**src/rtl/multicycle_control_fsm_pkg.sv**
```systemverilog
// Shared encodings for the multi-cycle RV32I controller: states, datapath
// selector codes, aluOp codes and the RV32I major opcodes it decodes.
package multicycle_control_fsm_pkg;

  localparam logic [3:0] ST_IF       = 4'd0;
  localparam logic [3:0] ST_ID       = 4'd1;
  localparam logic [3:0] ST_EX       = 4'd2;
  localparam logic [3:0] ST_MEM_RD   = 4'd3;
  localparam logic [3:0] ST_MEM_WR   = 4'd4;
  localparam logic [3:0] ST_WB       = 4'd5;
  localparam logic [3:0] ST_BR       = 4'd6;
  localparam logic [3:0] ST_BR_TAKEN = 4'd7;
  localparam logic [3:0] ST_JUMP     = 4'd8;
  localparam logic [3:0] ST_HALT     = 4'd9;

  typedef enum logic [3:0] {
    S_IF       = ST_IF,
    S_ID       = ST_ID,
    S_EX       = ST_EX,
    S_MEM_RD   = ST_MEM_RD,
    S_MEM_WR   = ST_MEM_WR,
    S_WB       = ST_WB,
    S_BR       = ST_BR,
    S_BR_TAKEN = ST_BR_TAKEN,
    S_JUMP     = ST_JUMP,
    S_HALT     = ST_HALT
  } state_e;

  localparam logic [1:0] SRC_A_PC    = 2'b00;
  localparam logic [1:0] SRC_A_REG   = 2'b01;
  localparam logic [1:0] SRC_A_OLDPC = 2'b10;

  localparam logic [1:0] SRC_B_REG   = 2'b00;
  localparam logic [1:0] SRC_B_IMM   = 2'b01;
  localparam logic [1:0] SRC_B_FOUR  = 2'b10;

  localparam logic [1:0] M2R_ALU     = 2'b00;
  localparam logic [1:0] M2R_MDR     = 2'b01;
  localparam logic [1:0] M2R_PC      = 2'b10;

  localparam logic [1:0] ALUOP_ADD   = 2'b00;
  localparam logic [1:0] ALUOP_SUB   = 2'b01;
  localparam logic [1:0] ALUOP_FUNCT = 2'b10;

  localparam logic [6:0] OP_ARITH     = 7'b0110011;
  localparam logic [6:0] OP_ARITH_IMM = 7'b0010011;
  localparam logic [6:0] OP_LOAD      = 7'b0000011;
  localparam logic [6:0] OP_STORE     = 7'b0100011;
  localparam logic [6:0] OP_BRANCH    = 7'b1100011;
  localparam logic [6:0] OP_JAL       = 7'b1101111;
  localparam logic [6:0] OP_JALR      = 7'b1100111;
  localparam logic [6:0] OP_ECALL     = 7'b1110011;

  typedef struct packed {
    logic       pc_write;
    logic       ir_write;
    logic       i_or_d;
    logic       mem_read;
    logic       mem_write;
    logic       reg_write;
    logic [1:0] mem_to_reg;
    logic [1:0] alu_src_a;
    logic [1:0] alu_src_b;
    logic [1:0] alu_op;
    logic       is_halted;
  } ctrl_t;

  // Address-generation setup shared by LOAD/STORE/JALR in EX: regA + imm.
  function automatic ctrl_t ex_addr_ctrl();
    ctrl_t c;
    c = '0;
    c.alu_src_a = SRC_A_REG;
    c.alu_src_b = SRC_B_IMM;
    c.alu_op    = ALUOP_ADD;
    return c;
  endfunction

endpackage

```
**src/rtl/multicycle_control_fsm_if.sv**
```systemverilog
// Controller <-> datapath/memory bundle. master = controller, slave = datapath.
interface multicycle_control_fsm_if #(
  parameter int CNT_W = 32
);
  logic [6:0]       opcode;
  logic             alu_bcond;
  logic             ecall_halt;
  logic             mem_ready;
  logic             pc_write;
  logic             ir_write;
  logic             i_or_d;
  logic             mem_read;
  logic             mem_write;
  logic             reg_write;
  logic [1:0]       mem_to_reg;
  logic [1:0]       alu_src_a;
  logic [1:0]       alu_src_b;
  logic [1:0]       alu_op;
  logic             is_halted;
  logic [CNT_W-1:0] num_inst;

  modport master (
    input  opcode, alu_bcond, ecall_halt, mem_ready,
    output pc_write, ir_write, i_or_d, mem_read, mem_write, reg_write,
           mem_to_reg, alu_src_a, alu_src_b, alu_op, is_halted, num_inst
  );

  modport slave (
    output opcode, alu_bcond, ecall_halt, mem_ready,
    input  pc_write, ir_write, i_or_d, mem_read, mem_write, reg_write,
           mem_to_reg, alu_src_a, alu_src_b, alu_op, is_halted, num_inst
  );
endinterface

```
**src/rtl/multicycle_control_fsm_inst_counter.sv**
```systemverilog
// Retired-instruction counter: wraps naturally, cleared by async active-low reset.
module multicycle_control_fsm_inst_counter #(
  parameter int CNT_W = 32
) (
  input  logic             clk,
  input  logic             reset,
  input  logic             en,
  output logic [CNT_W-1:0] count
);
  always_ff @(posedge clk or negedge reset) begin
    if (!reset)  count <= '0;
    else if (en) count <= count + 1'b1;
  end
endmodule

```
**src/rtl/multicycle_control_fsm.sv**
```systemverilog
// Multi-cycle RV32I main controller: IF/ID/EX/MEM/WB sequencing over a shared
// ALU and a unified variable-latency memory, plus retired-instruction count.
module multicycle_control_fsm
  import multicycle_control_fsm_pkg::*;
#(
  parameter int CNT_W = 32
) (
  input  logic                    clk,
  input  logic                    reset,
  multicycle_control_fsm_if.master bus
);
  state_e           state, nxt;
  ctrl_t            c, q;
  logic             cnt_en;
  logic [CNT_W-1:0] count;

  always_ff @(posedge clk or negedge reset) begin
    if (!reset) state <= S_IF;
    else        state <= nxt;
  end

  always_comb begin
    nxt = state;
    c   = '0;
    case (state)
      S_IF: begin
        c.mem_read  = 1'b1;
        c.i_or_d    = 1'b0;
        c.alu_src_a = SRC_A_PC;
        c.alu_src_b = SRC_B_FOUR;
        c.alu_op    = ALUOP_ADD;
        if (bus.mem_ready) begin
          c.ir_write = 1'b1;
          c.pc_write = 1'b1;
          nxt        = S_ID;
        end
      end
      S_ID: begin
        case (bus.opcode)
          OP_ECALL:  nxt = bus.ecall_halt ? S_HALT : S_IF;
          OP_JAL:    nxt = S_JUMP;
          OP_BRANCH: nxt = S_BR;
          OP_LOAD, OP_STORE, OP_ARITH, OP_ARITH_IMM, OP_JALR: nxt = S_EX;
          default:   nxt = S_IF;  // unknown opcode retires as a nop
        endcase
      end
      S_EX: begin
        nxt = S_IF;
        case (bus.opcode)
          OP_ARITH: begin
            c.alu_src_a = SRC_A_REG;
            c.alu_src_b = SRC_B_REG;
            c.alu_op    = ALUOP_FUNCT;
            nxt         = S_WB;
          end
          OP_ARITH_IMM: begin
            c.alu_src_a = SRC_A_REG;
            c.alu_src_b = SRC_B_IMM;
            c.alu_op    = ALUOP_FUNCT;
            nxt         = S_WB;
          end
          OP_LOAD: begin
            c   = ex_addr_ctrl();
            nxt = S_MEM_RD;
          end
          OP_STORE: begin
            c   = ex_addr_ctrl();
            nxt = S_MEM_WR;
          end
          // Link and jump in one edge: rd takes the already-incremented PC.
          OP_JALR: begin
            c            = ex_addr_ctrl();
            c.pc_write   = 1'b1;
            c.reg_write  = 1'b1;
            c.mem_to_reg = M2R_PC;
          end
          default: nxt = S_IF;
        endcase
      end
      S_MEM_RD: begin
        c.mem_read = 1'b1;
        c.i_or_d   = 1'b1;
        if (bus.mem_ready) nxt = S_WB;
      end
      S_MEM_WR: begin
        c.mem_write = 1'b1;
        c.i_or_d    = 1'b1;
        if (bus.mem_ready) nxt = S_IF;
      end
      S_WB: begin
        c.reg_write  = 1'b1;
        c.mem_to_reg = (bus.opcode == OP_LOAD) ? M2R_MDR : M2R_ALU;
        nxt          = S_IF;
      end
      S_BR: begin
        c.alu_src_a = SRC_A_REG;
        c.alu_src_b = SRC_B_REG;
        c.alu_op    = ALUOP_FUNCT;
        nxt         = bus.alu_bcond ? S_BR_TAKEN : S_IF;
      end
      S_BR_TAKEN: begin
        c.alu_src_a = SRC_A_OLDPC;
        c.alu_src_b = SRC_B_IMM;
        c.alu_op    = ALUOP_ADD;
        c.pc_write  = 1'b1;
        nxt         = S_IF;
      end
      S_JUMP: begin
        c.alu_src_a  = SRC_A_OLDPC;
        c.alu_src_b  = SRC_B_IMM;
        c.alu_op     = ALUOP_ADD;
        c.pc_write   = 1'b1;
        c.reg_write  = 1'b1;
        c.mem_to_reg = M2R_PC;
        nxt          = S_IF;
      end
      S_HALT: begin
        c.is_halted = 1'b1;
        nxt         = S_HALT;
      end
      default: nxt = S_IF;
    endcase
  end

  // Reset forces every output low at once, dropping any in-flight request.
  assign q = reset ? c : '0;

  assign bus.pc_write   = q.pc_write;
  assign bus.ir_write   = q.ir_write;
  assign bus.i_or_d     = q.i_or_d;
  assign bus.mem_read   = q.mem_read;
  assign bus.mem_write  = q.mem_write;
  assign bus.reg_write  = q.reg_write;
  assign bus.mem_to_reg = q.mem_to_reg;
  assign bus.alu_src_a  = q.alu_src_a;
  assign bus.alu_src_b  = q.alu_src_b;
  assign bus.alu_op     = q.alu_op;
  assign bus.is_halted  = q.is_halted;

  // An instruction retires whenever control returns to IF or enters HALT.
  assign cnt_en = ((nxt == S_IF)   && (state != S_IF)) ||
                  ((nxt == S_HALT) && (state != S_HALT));

  multicycle_control_fsm_inst_counter #(.CNT_W(CNT_W)) u_inst_counter (
    .clk   (clk),
    .reset (reset),
    .en    (cnt_en),
    .count (count)
  );

  assign bus.num_inst = count;
endmodule
```
**src/flat_wrapper.sv**
```systemverilog
// flat-port wrapper written by rule: the top's interface ports become plain ports
module multicycle_control_fsm_flat import multicycle_control_fsm_pkg::*;
#(
  parameter int CNT_W = 32
)
  (clk, reset, bus_opcode, bus_alu_bcond, bus_ecall_halt, bus_mem_ready, bus_pc_write, bus_ir_write, bus_i_or_d, bus_mem_read, bus_mem_write, bus_reg_write, bus_mem_to_reg, bus_alu_src_a, bus_alu_src_b, bus_alu_op, bus_is_halted, bus_num_inst);
  multicycle_control_fsm_if #(.CNT_W(CNT_W)) bus_i ();
  input  logic clk;
  input  logic reset;
  input wire logic [$bits(bus_i.opcode)-1:0] bus_opcode;
  input wire logic [$bits(bus_i.alu_bcond)-1:0] bus_alu_bcond;
  input wire logic [$bits(bus_i.ecall_halt)-1:0] bus_ecall_halt;
  input wire logic [$bits(bus_i.mem_ready)-1:0] bus_mem_ready;
  output wire logic [$bits(bus_i.pc_write)-1:0] bus_pc_write;
  output wire logic [$bits(bus_i.ir_write)-1:0] bus_ir_write;
  output wire logic [$bits(bus_i.i_or_d)-1:0] bus_i_or_d;
  output wire logic [$bits(bus_i.mem_read)-1:0] bus_mem_read;
  output wire logic [$bits(bus_i.mem_write)-1:0] bus_mem_write;
  output wire logic [$bits(bus_i.reg_write)-1:0] bus_reg_write;
  output wire logic [$bits(bus_i.mem_to_reg)-1:0] bus_mem_to_reg;
  output wire logic [$bits(bus_i.alu_src_a)-1:0] bus_alu_src_a;
  output wire logic [$bits(bus_i.alu_src_b)-1:0] bus_alu_src_b;
  output wire logic [$bits(bus_i.alu_op)-1:0] bus_alu_op;
  output wire logic [$bits(bus_i.is_halted)-1:0] bus_is_halted;
  output wire logic [$bits(bus_i.num_inst)-1:0] bus_num_inst;
  assign bus_i.opcode = bus_opcode;
  assign bus_i.alu_bcond = bus_alu_bcond;
  assign bus_i.ecall_halt = bus_ecall_halt;
  assign bus_i.mem_ready = bus_mem_ready;
  assign bus_pc_write = bus_i.pc_write;
  assign bus_ir_write = bus_i.ir_write;
  assign bus_i_or_d = bus_i.i_or_d;
  assign bus_mem_read = bus_i.mem_read;
  assign bus_mem_write = bus_i.mem_write;
  assign bus_reg_write = bus_i.reg_write;
  assign bus_mem_to_reg = bus_i.mem_to_reg;
  assign bus_alu_src_a = bus_i.alu_src_a;
  assign bus_alu_src_b = bus_i.alu_src_b;
  assign bus_alu_op = bus_i.alu_op;
  assign bus_is_halted = bus_i.is_halted;
  assign bus_num_inst = bus_i.num_inst;
  multicycle_control_fsm #(.CNT_W(CNT_W)) u_core (.clk(clk), .reset(reset), .bus(bus_i));
endmodule
```
**config.mk**
```make
export PLATFORM = sky130hd
export DESIGN_NAME = multicycle_control_fsm_flat
export DESIGN_NICKNAME = d
export VERILOG_FILES = /design/src/rtl/multicycle_control_fsm_pkg.sv /design/src/rtl/multicycle_control_fsm_if.sv /design/src/rtl/multicycle_control_fsm_inst_counter.sv /design/src/rtl/multicycle_control_fsm.sv /design/src/flat_wrapper.sv
export SDC_FILE = /design/constraint.sdc
export NUM_CORES = 1
export LEC_CHECK = 0
export BUFFER_PORTS_ARGS = -buffer_cell sky130_fd_sc_hd__buf_2
export CAP_MARGIN = 20
export CORE_UTILIZATION = 45
export DETAILED_ROUTE_END_ITERATION = 10
export PLACE_DENSITY = 0.69
export SLEW_MARGIN = 20
export SYNTH_ARGS = -nofsm -noshare
export SYNTH_HDL_FRONTEND = slang
export SYNTH_SLANG_ARGS = --single-unit
```
**constraint.sdc**
```tcl
create_clock -name clk -period 3.6 [get_ports clk]
set_clock_uncertainty 0.2 [all_clocks]
set_input_delay 0.72 -clock clk [delete_from_list [all_inputs] [get_ports clk]]
set_output_delay 0.72 -clock clk [all_outputs]
set_load 0.01 [all_outputs]
```
=== After elaboration in Yosys (flattened, before gate mapping) ===
Index checks and enable logic that the tools add are counted.

* Muxes and demuxes: 21
* Equal/unequal tests: 19
* Reduce and logical (&&, ||, !) cells: 12
* Add/sub/neg operators: 1

{| class="wikitable"
|+ Operators by type and width
! operator !! number
|-
| 32-bit by 1-bit adder with 32-bit output (second input constant) || 1
|-
| 7-bit == test (second input constant) || 4
|-
| 4-bit one-hot mux with 7 select lines || 1
|-
| 6-bit one-hot mux with 4 select lines || 1
|-
| 3-bit one-hot mux with 3 select lines || 2
|-
| 4-bit by 3-bit == test with 1-bit output (second input constant) || 4
|-
| 4-bit 2-to-1 mux || 4
|-
| 4-bit one-hot mux with 4 select lines || 1
|-
| 15-bit 2-to-1 mux || 1
|-
| 5-bit one-hot mux with 3 select lines || 1
|-
| 7-bit by 6-bit == test with 1-bit output (second input constant) || 2
|-
| 4-bit == test (second input constant) || 3
|-
| 4-bit by 2-bit == test with 1-bit output (second input constant) || 2
|-
| 4-bit logical NOT || 2
|-
| 8-bit 2-to-1 mux || 1
|-
| 1-bit one-hot mux with 2 select lines || 4
|-
| 2-bit OR reduction || 4
|-
| 7-bit by 2-bit == test with 1-bit output (second input constant) || 1
|-
| 7-bit by 5-bit == test with 1-bit output (second input constant) || 1
|-
| 5-bit OR reduction || 1
|-
| 4-bit by 1-bit == test with 1-bit output (second input constant) || 1
|-
| 4-bit inequality test (second input constant) || 1
|-
| 4-bit nonzero test || 1
|-
| 3-bit 2-to-1 mux || 1
|-
| other kinds (6) || 8
|}

* Input bits: 12
* Word-level logic and storage cells: 55
* Bits in registers: 36
* Output and inout port bits: 47

=== Logic depth before layout (Yosys ltp) ===
* Word-level depth: 7
* Gate-level depth with buffers: 9

=== Hierarchy ===
A second synthesis with hierarchy kept.

* Cells, all modules: 218
* Area total of the unflattened synthesis: 2160.8 sq um

{| class="wikitable"
|+ Modules (own cells, without submodules)
! module !! instances !! cells an instance !! area each (sq um) !! seq. area each (sq um)
|-
| multicycle_control_fsm_inst_counter || 1 || 123 || 1448.9 || 800.8
|-
| multicycle_control_fsm || 1 || 95 || 711.9 || 100.1
|}

=== Worst setup path after synthesis ===
OpenSTA, ideal clock, no wires.

* Path type: in2out
* Start point: in bus_opcode[3]
* End point: out bus_mem_to_reg[1]
* Slack: 0.652 ns
* Arrival time: 2.028 ns
* Stages on the path: 5
* Data required time: 2.680 ns
* Cell sequence: nand3b_1 -> or3_1 -> nor2_1 -> mux2i_1 -> nor4b_1

* Word-level cells in the longest chain between the ends: 4

{| class="wikitable"
|+ Ends and longest elaborated chain
! element !! RTL line !! RTL
|-
| start: declaration || flat_wrapper.sv:10 || <nowiki>input wire logic [$bits(bus_i.opcode)-1:0] bus_opcode;</nowiki>
|-
| 7-bit == test || multicycle_control_fsm.sv:49 || <nowiki>case (bus.opcode)</nowiki>
|-
| 8-bit 2-to-1 mux || multicycle_control_fsm.sv:49 ||
|-
| 3-bit one-hot mux with 3 select lines || multicycle_control_fsm.sv:25 || <nowiki>case (state)</nowiki>
|-
| 15-bit 2-to-1 mux || multicycle_control_fsm.sv:126 || <nowiki>assign q = reset ? c : '0;</nowiki>
|-
| end: declaration || flat_wrapper.sv:20 || <nowiki>output wire logic [$bits(bus_i.mem_to_reg)-1:0] bus_mem_to_reg;</nowiki>
|}

Every way passes these cells.

=== Worst setup path after layout ===
Same ends and word-level chain as after synthesis.

==> results.sh <==
export IMPL_syn_to_final_growth_pct=17.68
export IMPL_wl_per_cell_um=13.78
export IMPL_min_path_type="flip-flop to flip-flop"
export IMPL_drt_iter0_markers=123
export IMPL_cts_resized=0
export IMPL_hold_buffers=0
export IMPL_synth_top_cell_by_area="dfrtp_1"
export IMPL_comb_power_share=0.175
export IMPL_postCtsSetupRepairBufs=0
export IMPL_p_leak_nw=1.430
export IMPL_max_cap_violations=0
export IMPL_finalCriticalPeriod_ns=3.143
export IMPL_dp_slack_ns=0.4773
export IMPL_crit_top_cell="buf_2"
export IMPL_power_switching_share=0.2808
export IMPL_drt_wl_total_um=5029
export IMPL_yosysSeqAreaShare=0.3778
export IMPL_via_per_inst=5.433
export IMPL_intPower_mw=0.7207
export IMPL_start_util=0.4669
export IMPL_p_total_mw=1.002
export IMPL_cp_buffers_inverters=2
export IMPL_grt_usage=0.1910
export IMPL_p_sw_mw=0.2814
export IMPL_dr_pass1_iters=4
export IMPL_io_pins=59
export IMPL_cts_buffer_depth=2
export IMPL_grt_pass1_vias=1820
export IMPL_synth_avg_cell_area_um2=9.854
export IMPL_cts_root_buf="clkbuf_8"
export IMPL_synth_enable_flop_cells=0
export IMPL_h_tree_depth=2
export IMPL_start_kind="input pin"
export IMPL_crit_slowest_cell="or3_1"
export IMPL_grtUsageMet2=0.3073
export IMPL_path_max_fanout=7
export IMPL_clock_sinks=36
export IMPL_worstMarginPinSlew_ns=0.5841
export IMPL_worstSetupPathType="input pin to primary output"
export IMPL_dp_hpwl_um=3661
export IMPL_synthCells=242
export IMPL_worstPathArrival_ns=2.22
export IMPL_rsz0062_at_grt="no"
export IMPL_routabilityCongestion=0.8589
export IMPL_die_x_um=74.80
export IMPL_setup_viol=0
export IMPL_ir_worst_vdd_mv=0.1589
export IMPL_p_per_area_nw_per_um2=357.1
export IMPL_numPortBuffers=57
export IMPL_synth_area_leaders="dfrtp_1 (38%), xor2_1 (11%), nor4_2 (8.4%), nand2_1 (3.0%), nand3_1 (2.9%)"
export IMPL_layout_cells_non_filler=365
export IMPL_placed_cells=357
export IMPL_layout_common_cells="buf_2 (57), dfrtp_1 (36), xor2_1 (30)"
export IMPL_row_count=26
export IMPL_fin_crit_sh=0.8730
export IMPL_drv_slew=0
export IMPL_diodes=0
export IMPL_synth_top_cell_area_share=0.3778
export IMPL_grt_use_met1=0.2576
export IMPL_synthDistinctLibCells=49
export IMPL_coreArea_um2=5107
export IMPL_path_cells="buf_2 -> nand3b_1 -> or3_1 -> nor2_1 -> mux2i_1 -> nor4b_1 -> buf_2"
export IMPL_antenna_left=0
export IMPL_drc_errors=0
export IMPL_grt_max_degree=37
export IMPL_numCtsBuffers=5
export IMPL_design_area_um2=2806
export IMPL_gr_max_usage_layer="met2"
export IMPL_layout_drive_gt1_share=0.3153
export IMPL_vias=1983
export IMPL_pwr_share_seq=0.477
export IMPL_cp_end_kind="primary output"
export IMPL_grt_antenna_before_repair=0
export IMPL_fmax_ghz=0.3182
export IMPL_required_ns=2.68
export IMPL_status="complete, no violations"
export IMPL_syn_area_um2=2385
export IMPL_yosysWarnings=0
export IMPL_layout_cells_most_common="buf_2"
export IMPL_grt_overflow=0
export IMPL_die_h_um=74.80
export IMPL_num_nets_final=307
export IMPL_synth_seq_cells=36
export IMPL_ys_flop_type="dfrtp_1"
export IMPL_hold_viol=0
export IMPL_grt_first_pass_wirelength_um=8211
export IMPL_placed_area_um2=2699
export IMPL_slowest_delay_ns=0.46
export IMPL_syn_num_nets=255
export IMPL_slew_headroom=0.6106
export IMPL_cts_tree="built"
export IMPL_fin_ws_ns=0.4571
export IMPL_postSynth_asyncResetShare=1.000
export IMPL_final_setup_tns_ns=0
export IMPL_clock_latency_ns=0.30
export IMPL_cp_top_family="simple AND/OR/NAND/NOR gates"
export IMPL_cts_clk_slew_worst_paths_ns=0.07
export IMPL_clockPowerShare=0.348
export IMPL_grt_use_met3=0.02811
export IMPL_die_area_um2=5594
-- metal layers --
| layer | wire, µm | part of all wire |
|---|---|---|
| met1 | 2440 | 0.49 |
| met2 | 2336 | 0.46 |
| met3 | 172 | 0.034 |
| met4 | 79 | 0.016 |
| met5 | 0 | 0 |
-- flip-flops by register name (all words and copies together) (netlist names) --
register                     flops
u_core.state                     4
u_core.u_inst_counter.count     32
-- final timing paths --
path,start,end,slack (ns),cells after the start
max,bus_opcode[3],bus_mem_to_reg[1],0.46,7
min,u_core.u_inst_counter.count[31],u_core.u_inst_counter.count[31],0.27,1
max reg2reg,u_core.state[0],u_core.u_inst_counter.count[10],0.63,7
min reg2reg,u_core.u_inst_counter.count[31],u_core.u_inst_counter.count[31],0.27,1
max in group asynchronous,reset,u_core.u_inst_counter.count[8],2.46,2
min in group asynchronous,reset,u_core.u_inst_counter.count[19],0.42,2
-- metrics by stage --
step / util / hold slack [ns]
floorplan: - / 0.2244
detailed placement: 0.5284 / 0.2545
finish: 0.5495 / 0.2678
global placement: 0.5284 / 0.2520
CTS: 0.5495 / 0.2688
global route: 0.5495 / 0.2984
-- worst register-to-register path, cell delays in order (launching register included) --
cell	delay, ns
dfrtp_1	0.69
nand2b_1	0.30
nor3_1	0.09
a221oi_1	0.42
nand2_1	0.37
buf_4	0.32
nor4bb_1	0.33
xor2_1	0.18
-- kinds of logic after synthesis --
logic type,count (synthesis),share of synthesized area
AND/OR/NAND/NOR,126,0.3662
flip-flops,36,0.3778
XOR/XNOR,31,0.1139
buffers and inverters,23,0.05351
AO/OA/AOI/OAI,21,0.06873
multiplexers,3,0.01312
adder cells (fa/ha/maj),1,0.005246
other,1,0.001572
-- synth_stat cells, drive strengths merged, types with 2 or more instances --
library cell / count
mux2i: 2
dfrtp: 36
nor3: 11
nand4: 3
nand4b: 2
a21oi: 4
o21ai: 2
nor2b: 3
or3: 2
o21a: 3
a31oi: 4
buf: 10
nand2: 19
nor4b: 5
nand3: 14
nor3b: 4
nand2b: 4
and2: 3
a211oi: 3
nor2: 13
or4b: 4
nand3b: 4
and3: 10
inv: 7
a21boi: 2
clkbuf: 6
xor2: 30
nor4: 21
-- cell type report --
type                       count  area, µm²
fill                         480       2301
timing repair buffer          61      327.8
clock buffer                   6      72.57
tap                           70      87.58
sequential                    36      900.9
inverter                       7      26.28
clock inverter                 2      35.03
multi-input combinational    183       1356
-- power groups by stage --
stage / Clock (mW) / Sequential [mW] / Combinational (mW)
2_1_floorplan: 0 / 0.490 / 0.104
3_3_place_gp: 0 / 0.485 / 0.174
3_5_place_dp: 0 / 0.485 / 0.178
4_1_cts: 0.357 / 0.478 / 0.178
5_1_grt: 0.373 / 0.485 / 0.202
6_report: 0.349 / 0.478 / 0.175
Power figures use the tool's default switching activity.
